File: src/rtl/axi_dma_pkg.sv
// Shared encodings for the DMA command path.
// Burst/size codes and arbiter state encoding.
package axi_dma_pkg;

  localparam logic [1:0] BURST_FIXED = 2'b00;
  localparam logic [1:0] BURST_INCR  = 2'b01;
  localparam logic [1:0] BURST_WRAP  = 2'b10;

  localparam logic [2:0] SIZE_1B   = 3'd0;
  localparam logic [2:0] SIZE_2B   = 3'd1;
  localparam logic [2:0] SIZE_4B   = 3'd2;
  localparam logic [2:0] SIZE_8B   = 3'd3;
  localparam logic [2:0] SIZE_16B  = 3'd4;
  localparam logic [2:0] SIZE_32B  = 3'd5;
  localparam logic [2:0] SIZE_64B  = 3'd6;
  localparam logic [2:0] SIZE_128B = 3'd7;

  typedef enum logic {
    ARB_IDLE  = 1'b0,
    ARB_ISSUE = 1'b1
  } arb_state_e;

endpackage

File: src/rtl/rr_arbiter.sv
// Combinational round-robin picker.
// First set request at or above ptr, wrapping.
module rr_arbiter #(
  parameter int NUM_REQ = 4,
  parameter int IDX_WD  = 2
) (
  input  logic [NUM_REQ-1:0] req,
  input  logic [IDX_WD-1:0]  ptr,
  output logic [NUM_REQ-1:0] gnt,
  output logic [IDX_WD-1:0]  gnt_idx
);

  always_comb begin
    logic found;
    gnt     = '0;
    gnt_idx = '0;
    found   = 1'b0;
    for (int k = 0; k < NUM_REQ; k++) begin
      for (int i = 0; i < NUM_REQ; i++) begin
        if (!found && req[i] &&
            ((int'(ptr) + k) % NUM_REQ) == i) begin
          found   = 1'b1;
          gnt[i]  = 1'b1;
          gnt_idx = IDX_WD'(i);
        end
      end
    end
  end

endmodule

File: src/rtl/axi_dma_cmd_arb.sv
// Round-robin command arbiter in front of axi_top.
// Captures one command, holds it until cmd_ready.
module axi_dma_cmd_arb
  import axi_dma_pkg::*;
#(
  parameter int NUM_REQ     = 4,
  parameter int AXI_ID_WD   = 2,
  parameter int AXI_ADDR_WD = 16
) (
  input  logic                           AXI_ACLK,
  input  logic                           AXI_ARESETN,
  input  logic [NUM_REQ-1:0]             req_valid,
  input  logic [NUM_REQ*AXI_ADDR_WD-1:0] req_addr,
  input  logic [NUM_REQ*2-1:0]           req_burst,
  input  logic [NUM_REQ*3-1:0]           req_size,
  input  logic [NUM_REQ*AXI_ADDR_WD-1:0] req_len,
  output logic [NUM_REQ-1:0]             req_ready,
  output logic [NUM_REQ-1:0]             req_abort,
  output logic                           cmd_valid,
  output logic [AXI_ADDR_WD-1:0]         cmd_addr,
  output logic [AXI_ID_WD-1:0]           cmd_id,
  output logic [1:0]                     cmd_burst,
  output logic [2:0]                     cmd_size,
  output logic [AXI_ADDR_WD-1:0]         cmd_len,
  input  logic                           cmd_ready,
  input  logic                           cmd_abort,
  output logic                           busy
);

  localparam int IDX_WD = (NUM_REQ > 1) ? $clog2(NUM_REQ) : 1;

  arb_state_e state;

  logic [IDX_WD-1:0]      rr_ptr;
  logic [IDX_WD-1:0]      cur_idx;
  logic [IDX_WD-1:0]      owner;
  logic                   owner_vld;
  logic [IDX_WD-1:0]      gnt_idx;
  logic [NUM_REQ-1:0]     gnt;
  logic [NUM_REQ-1:0]     abort_nxt;
  logic [AXI_ADDR_WD-1:0] sel_addr;
  logic [AXI_ADDR_WD-1:0] sel_len;
  logic [1:0]             sel_burst;
  logic [2:0]             sel_size;
  logic                   idle;
  logic                   any_req;

  rr_arbiter #(
    .NUM_REQ (NUM_REQ),
    .IDX_WD  (IDX_WD)
  ) u_rr (
    .req     (req_valid),
    .ptr     (rr_ptr),
    .gnt     (gnt),
    .gnt_idx (gnt_idx)
  );

  assign idle    = (state == ARB_IDLE);
  assign busy    = (state == ARB_ISSUE);
  assign any_req = |req_valid;

  // Gated by reset so the ack is quiet while reset is held.
  assign req_ready = (idle && AXI_ARESETN) ? gnt : '0;

  function automatic logic [IDX_WD-1:0] idx_inc(
    input logic [IDX_WD-1:0] i
  );
    return (int'(i) == NUM_REQ - 1) ? '0 : i + IDX_WD'(1);
  endfunction

  always_comb begin
    sel_addr  = '0;
    sel_len   = '0;
    sel_burst = '0;
    sel_size  = '0;
    for (int i = 0; i < NUM_REQ; i++) begin
      if (gnt[i]) begin
        sel_addr  = req_addr[i*AXI_ADDR_WD +: AXI_ADDR_WD];
        sel_len   = req_len[i*AXI_ADDR_WD +: AXI_ADDR_WD];
        sel_burst = req_burst[i*2 +: 2];
        sel_size  = req_size[i*3 +: 3];
      end
    end
  end

  // Reject and downstream abort may hit the same bit; OR merges them.
  always_comb begin
    abort_nxt = '0;
    if (cmd_abort && owner_vld)
      abort_nxt[owner] = 1'b1;
    if (idle && any_req && sel_len == '0)
      abort_nxt[gnt_idx] = 1'b1;
  end

  always_ff @(posedge AXI_ACLK or negedge AXI_ARESETN) begin
    if (!AXI_ARESETN) begin
      state     <= ARB_IDLE;
      rr_ptr    <= '0;
      cur_idx   <= '0;
      owner     <= '0;
      owner_vld <= 1'b0;
      req_abort <= '0;
      cmd_valid <= 1'b0;
      cmd_addr  <= '0;
      cmd_id    <= '0;
      cmd_burst <= '0;
      cmd_size  <= '0;
      cmd_len   <= '0;
    end else begin
      req_abort <= abort_nxt;
      unique case (state)
        ARB_IDLE: begin
          if (any_req) begin
            if (sel_len != '0) begin
              state     <= ARB_ISSUE;
              cmd_valid <= 1'b1;
              cmd_addr  <= sel_addr;
              cmd_len   <= sel_len;
              cmd_burst <= sel_burst;
              cmd_size  <= sel_size;
              cmd_id    <= AXI_ID_WD'(gnt_idx);
              cur_idx   <= gnt_idx;
            end else begin
              rr_ptr <= idx_inc(gnt_idx);
            end
          end
        end
        ARB_ISSUE: begin
          if (cmd_ready) begin
            state     <= ARB_IDLE;
            cmd_valid <= 1'b0;
            rr_ptr    <= idx_inc(cur_idx);
            owner     <= cur_idx;
            owner_vld <= 1'b1;
          end
        end
        default: state <= ARB_IDLE;
      endcase
    end
  end

endmodule

File: config.mk
export PLATFORM = sky130hd
export DESIGN_NAME = axi_dma_cmd_arb
export DESIGN_NICKNAME = d
export VERILOG_FILES = /design/src/rtl/axi_dma_pkg.sv /design/src/rtl/rr_arbiter.sv /design/src/rtl/axi_dma_cmd_arb.sv
export SDC_FILE = /design/constraint.sdc
export NUM_CORES = 1
export LEC_CHECK = 0
export ABC_AREA = 1
export CAP_MARGIN = 20
export CORE_MARGIN = 3
export CORE_UTILIZATION = 42
export CTS_CLUSTER_DIAMETER = 80
export DETAILED_ROUTE_END_ITERATION = 8
export PLACE_DENSITY = 0.87
export SLEW_MARGIN = 40
export SYNTH_ARGS = -nofsm -noshare
export SYNTH_HDL_FRONTEND = slang
export SYNTH_HIERARCHICAL = 1
export SYNTH_SLANG_ARGS = --single-unit
File: constraint.sdc
create_clock -name AXI_ACLK -period 6 [get_ports AXI_ACLK]
set_clock_uncertainty 0.05 [all_clocks]
set_input_delay 0.9 -clock AXI_ACLK [delete_from_list [all_inputs] [get_ports AXI_ACLK]]
set_output_delay 0.9 -clock AXI_ACLK [all_outputs]
set_load 0.03 [all_outputs]
==> impl_metrics.toml, run 1 <==
[critical_path]
crit_buf_inv = 4
worst-path-max-fanout = 43
path_class = "input port to primary output"
crit_path_frequent_cell = "nor2_4"
end_kind = "primary output"
path_cells = "clkdlybuf4s50_1 -> nand3_1 -> nand3_2 -> nor2_4 -> nand4_4 -> nor2_4 -> nand4_4 -> nor2_4 -> nand4_2 -> nand2_1 -> buf_4 -> inv_2 -> nor2_1 -> clkdlybuf4s50_1"
worst_setup_path_start_kind = "input port"
cpMaxStageDelayCell = "clkdlybuf4s50_1"
cp.arrival_ns = 4.10
path_delay_family = "buffers and inverters"
cp_data_required_time_ns = 5.05
critPathMaxStageDelay_ns = 0.69

[hold_path]
min_path_type = "flip-flop to flip-flop"

[sta]
relSlewSlack = 0.517
final.setup.tns_ns = 0
period_share = 0.842
slew_violations = 0
setup_ws_ns = 0.948
worst_pin_slew_ns = 0.723
finalHoldViolCount = 0
max_freq_ghz = 0.198
finalSetupViolations = 0
timing.final.crit_period_ns = 5.05
fin_hold_ws_ns = 0.434
rsz0062_at_grt = "no"

[synthesis]
synthArstFlopShare = 1.00
ys_types = 29
synth_common_cells = "nand2_1 (226), nor2_1 (52), o21ai_0 (52)"
yosysTopAreaCellShare = 0.345
synthFlopType = "dfrtp_1"
ys_ff_latch = 50
yosysWarnings = 6
syn_area_sq_um = 3630
synth_edf_count = 0
syn_inst = 568
ys_seq_area_frac = 0.345
syn-num-nets = 728
post-synth-top-count-cell = "nand2_1"
yosysTopAreaCell = "dfrtp_1"
synth.area.top_cells = "dfrtp_1 (35%), nand2_1 (23%), o21ai_0 (7.2%)"
avgSynthCellArea_sq_um = 6.38

[power_and_ir_drop]
p_clk_frac = 0.065
comb_power_share = 0.745
p_switching_mw = 1.70
vdd_ir_drop_max_mv = 0.332
pwr-share-seq = 0.191
sw_frac_of_total = 0.539
p_int_mw = 1.45
total_leakage_power_nw = 2.68
power.density_nw_per_um2 = 547

[routing]
ant_nets = 0
drc = 0
via_count = 4507
firstDrtPassIters = 5
vias_per_cell = 5.24
avgRoutedWirePerCell_microns = 14.4
drtIter0Drc = 159
wl_mm = 12.4

[floorplanning]
rows = 33
die_h_microns = 98.9
ios = 205
die-area_sq_um = 9780
core-area_sq_um = 8300
initial_core_util = 0.437
die_w_microns = 98.9

[placed_design]
dp_slack_ns = 0.975
gp_congestion = 0.888
hpwl_mm = 9.71
portBuffers = 204

[clocking]
cts_buffer_depth = 2
clock_latency_ns = 0.30
path_clk_slew_ns = 0.09
cts_resized = 0
cts_setup_buffers = 0
cts_tree = "done"
cts_hold_buffers = 0
cts_made_buffers = 5
cts_sinks = 50
h-tree-depth = 2
cts-root-buf = "clkbuf_8"

[global_routing]
grt_usage = 0.250
grt_pass1_vias = 4373
gr-total-overflow = 0
grt_pass1_wl_mm = 20.1
grt_max_degree = 65
antenna_found_initial = 0

[cells_and_area]
antenna_cells = 0
drive_gt1_frac = 0.0464
regArea_sq_um = 1250
fill_cells = 745
multi_input_area_sq_um = 2100
area_delta_synth_final_pct = 59.0
fin_nets = 914

[job]
maxCapViolations = 0

[run_status]
outcome = "finished clean"
==> final timing paths <==
path	startpoint	to	slack, ns	depth (start not counted)
min reg2reg	cmd_len[1]$_DFFE_PN0P_	cmd_len[1]$_DFFE_PN0P_	0.43	2
max	req_valid[1]	req_ready[3]	0.95	14
max in group asynchronous	AXI_ARESETN	cmd_size[1]$_DFFE_PN0P_	4.83	2
min	cmd_len[1]$_DFFE_PN0P_	cmd_len[1]$_DFFE_PN0P_	0.43	2
max reg2reg	rr_ptr[0]$_DFFE_PN0P_	cmd_addr[5]$_DFFE_PN0P_	2.15	23
min in group asynchronous	AXI_ARESETN	cmd_len[7]$_DFFE_PN0P_	0.65	2
==> cells in the final DEF, fill, tap and decap left out, drive strengths merged, types with 6 or more instances in the layout <==
master         synthesis  final
nand2                229    229
clkdlybuf4s50          0    203
o21ai                 77     77
nor2                  60     60
dfrtp                 50     50
a21oi                 38     38
nand3                 38     38
inv                   26     26
buf                   18      7
nand4                  7      7
clkbuf                13      6
==> tightest hold or removal path: cells and delay by family, from the launching register on <==
| family | cells | cell delay [ns] |
|---|---|---|
| DFF | 1 | 0.36 |
| and+or+nand+nor | 2 | 0.10 |
==> kinds of logic (layout without fill, tap and decap cells) <==
group | after synthesis | in the layout | share of synthesized area
AO/OA/AOI/OAI | 116 | 116 | 0.161
flip-flops | 50 | 50 | 0.345
adder cells (fa/ha/maj) | 4 | 4 | 0.0138
buffers and inverters | 58 | 245 | 0.0780
AND/OR/NAND/NOR | 340 | 340 | 0.402
==> stage by stage <==
| step | power (mW) | area (sq um) | utilization | instances |
|---|---|---|---|---|
| 6_report | 3.15 | 5760 | 0.695 | 860 |
| 5_1_grt | 3.47 | 5760 | 0.695 | 860 |
| 4_1_cts | 3.16 | 5760 | 0.695 | 860 |
| 3_5_place_dp | 2.94 | 5670 | 0.683 | 852 |
| 3_3_place_gp | 2.87 | 5670 | 0.683 | 852 |
| 2_1_floorplan | 2.25 | 3630 | - | 568 |
==> state kept, by name (all words and copies together), names as in the netlist <==
name	count
busy	1
rr_ptr	2
req_abort	4
cur_idx	2
cmd_size	3
cmd_valid	1
owner	2
cmd_len	16
cmd_addr	16
owner_vld	1
cmd_burst	2
==> power groups by stage <==
stage | Combinational [mW] | Clock, mW | Sequential (mW)
2_1_floorplan | 1.41 | 0 | 0.847
3_3_place_gp | 2.27 | 0 | 0.596
3_5_place_dp | 2.34 | 0 | 0.600
4_1_cts | 2.36 | 0.208 | 0.598
5_1_grt | 2.62 | 0.223 | 0.620
6_report | 2.35 | 0.204 | 0.600
==> layout make-up <==
cell class	instances	area share
tap	105	0.0228
sequential	50	0.217
clock buffer	6	0.0143
multi-input combinational	460	0.365
inverter	27	0.0176
clock inverter	2	0.00217
timing repair buffer	210	0.361
==> per-layer routing <==
metal / share of wire / GRT usage / vias up
li1: - / - / 2208
met1: 0.37 / 0.284 / 2072
met2: 0.53 / 0.460 / 190
met3: 0.065 / 0.0460 / 37
met4: 0.033 / 0.0998 / 0
met5: 0 / 0 / -
(Power assumes the default switching activity.)
==> inputs of run 2 (changes only) <==
Settings changed: CORE_UTILIZATION 42 to 39, PLACE_DENSITY 0.87 to 0.82.
Clock period 6 ns to 5.25 ns, I/O delays scaled along.
==> impl_metrics.toml, run 2 (synthesis results as in run 1) <==
[run_status]
outcome = "finished clean"

[critical_path]
rr_startpoint = "rr_ptr[0]$_DFFE_PN0P_"
end_kind = "primary output"
cpMaxStageDelayCell = "clkdlybuf4s50_1"
worst-path-max-fanout = 38
cp_data_required_time_ns = 4.41
cp-startpoint = "req_valid[2]"
worst_setup_path_start_kind = "input port"
path_cells = "clkdlybuf4s50_1 -> nand3_1 -> nand3_2 -> nor2_4 -> nand4_4 -> nor2_4 -> nand4_4 -> nor2_4 -> nand4_1 -> nand3_1 -> inv_1 -> buf_4 -> nor2_1 -> clkdlybuf4s50_1"
crit_buf_inv = 4
path_class = "input port to primary output"
critPathMaxStageDelay_ns = 0.68
cp.arrival_ns = 3.60
crit_path_frequent_cell = "nor2_4"
path_delay_family = "buffers and inverters"

[clocking]
cts_made_buffers = 5
cts_buffer_depth = 2
path_clk_slew_ns = 0.09
cts_sinks = 50
cts_setup_buffers = 0
cts_tree = "done"
cts_resized = 0
clock_latency_ns = 0.29
cts-root-buf = "clkbuf_8"
cts_hold_buffers = 0
h-tree-depth = 2

[job]
maxCapViolations = 0

[hold_path]
worstHoldStart = "owner_vld$_DFFE_PN0P_"
min_path_type = "flip-flop to flip-flop"

[placed_design]
hpwl_mm = 9.72
portBuffers = 204
dp_slack_ns = 0.694
placed_cell_area_sq_um = 5670
placedCellCount = 855
gp_congestion = 0.851

[cells_and_area]
fin_nets = 914
fin_area_sq_um = 5760
antenna_cells = 0
final_cells = 863
area_delta_synth_final_pct = 58.9
layout_commonest_cell = "nand2_1"
layout_common_cells = "nand2_1 (226), clkdlybuf4s50_1 (202), nor2_1 (52), o21ai_0 (52), dfrtp_1 (50)"
top_regs = "cmd_addr: 16 flops, cmd_len: 16 flops, req_abort: 4 flops"
drive_gt1_frac = 0.0464

[routing]
avgRoutedWirePerCell_microns = 14.2
ant_nets = 0
wl_mm = 12.3
vias_per_cell = 5.06
drtIter0Drc = 192
drc = 0
firstDrtPassIters = 4
via_count = 4368

[power_and_ir_drop]
power.density_nw_per_um2 = 621
total_leakage_power_nw = 2.68
vdd_ir_drop_max_mv = 0.376

[sta]
timing.final.crit_period_ns = 4.44
max_freq_ghz = 0.225
finalHoldViolCount = 0
setup_ws_ns = 0.815
relSlewSlack = 0.505
rsz0062_at_grt = "no"
worst_pin_slew_ns = 0.740
finalSetupViolations = 0
period_share = 0.845
final.setup.tns_ns = 0
fin_hold_ws_ns = 0.426
slew_violations = 0

[global_routing]
grt_max_degree = 65
gr-total-overflow = 0
antenna_found_initial = 0
grt_pass1_wl_mm = 19.4
grt_usage = 0.232
grt_pass1_vias = 4142

[floorplanning]
die-area_sq_um = 10500
ios = 205
initial_core_util = 0.408
rows = 34
die_w_microns = 102
die_h_microns = 102
core-area_sq_um = 8890
run 2: changes by cell type in the layout (fill, tap and decap cells not counted), sizes merged:
cell	before	now
clkinvlp	1	0
clkbuf	6	7
buf	7	8
clkdlybuf4s50	203	202
run 2: layout make-up:
| cell class | count | area (sq um) |
|---|---|---|
| fillers | 771 | 3130 |
| clock inverters | 1 | 5.00 |
| inverters | 27 | 101 |
| clock buffers | 7 | 86.3 |
| multi-input cells | 460 | 2100 |
| flip-flops and latches | 50 | 1250 |
| repair buffers | 210 | 2080 |
| well taps | 108 | 135 |
run 2: per-layer routing:
metal	vias up	global-route usage	wire, microns
li1	2211	-	-
met1	1968	0.267	4600
met2	163	0.414	6530
met3	26	0.0519	803
met4	0	0.0928	335
met5	-	0	0
run 2: path summary, 6_finish.rpt:
kind	to	depth (start not counted)	slack, ns
max in group asynchronous	cmd_len[14]$_DFFE_PN0P_	2	4.16
worst min-delay path	owner_vld$_DFFE_PN0P_	1	0.43
worst min register to register	owner_vld$_DFFE_PN0P_	1	0.43
worst max-delay path	req_ready[2]	14	0.81
worst max register to register	cmd_addr[11]$_DFFE_PN0P_	23	1.36
min in group asynchronous	owner[0]$_DFFE_PN0P_	2	0.57
run 2: power by group:
group          total, mW  internal (mW)  switching [mW]
Clock              0.228          0.107           0.121
Sequential         0.687          0.563           0.124
Combinational       2.66          0.989            1.67
run 2: per-stage QoR:
step	total power, mW	utilization
finish	3.58	0.648
floorplan	2.57	-
global route	3.97	0.648
CTS	3.60	0.648
detailed placement	3.36	0.638
global placement	3.28	0.638
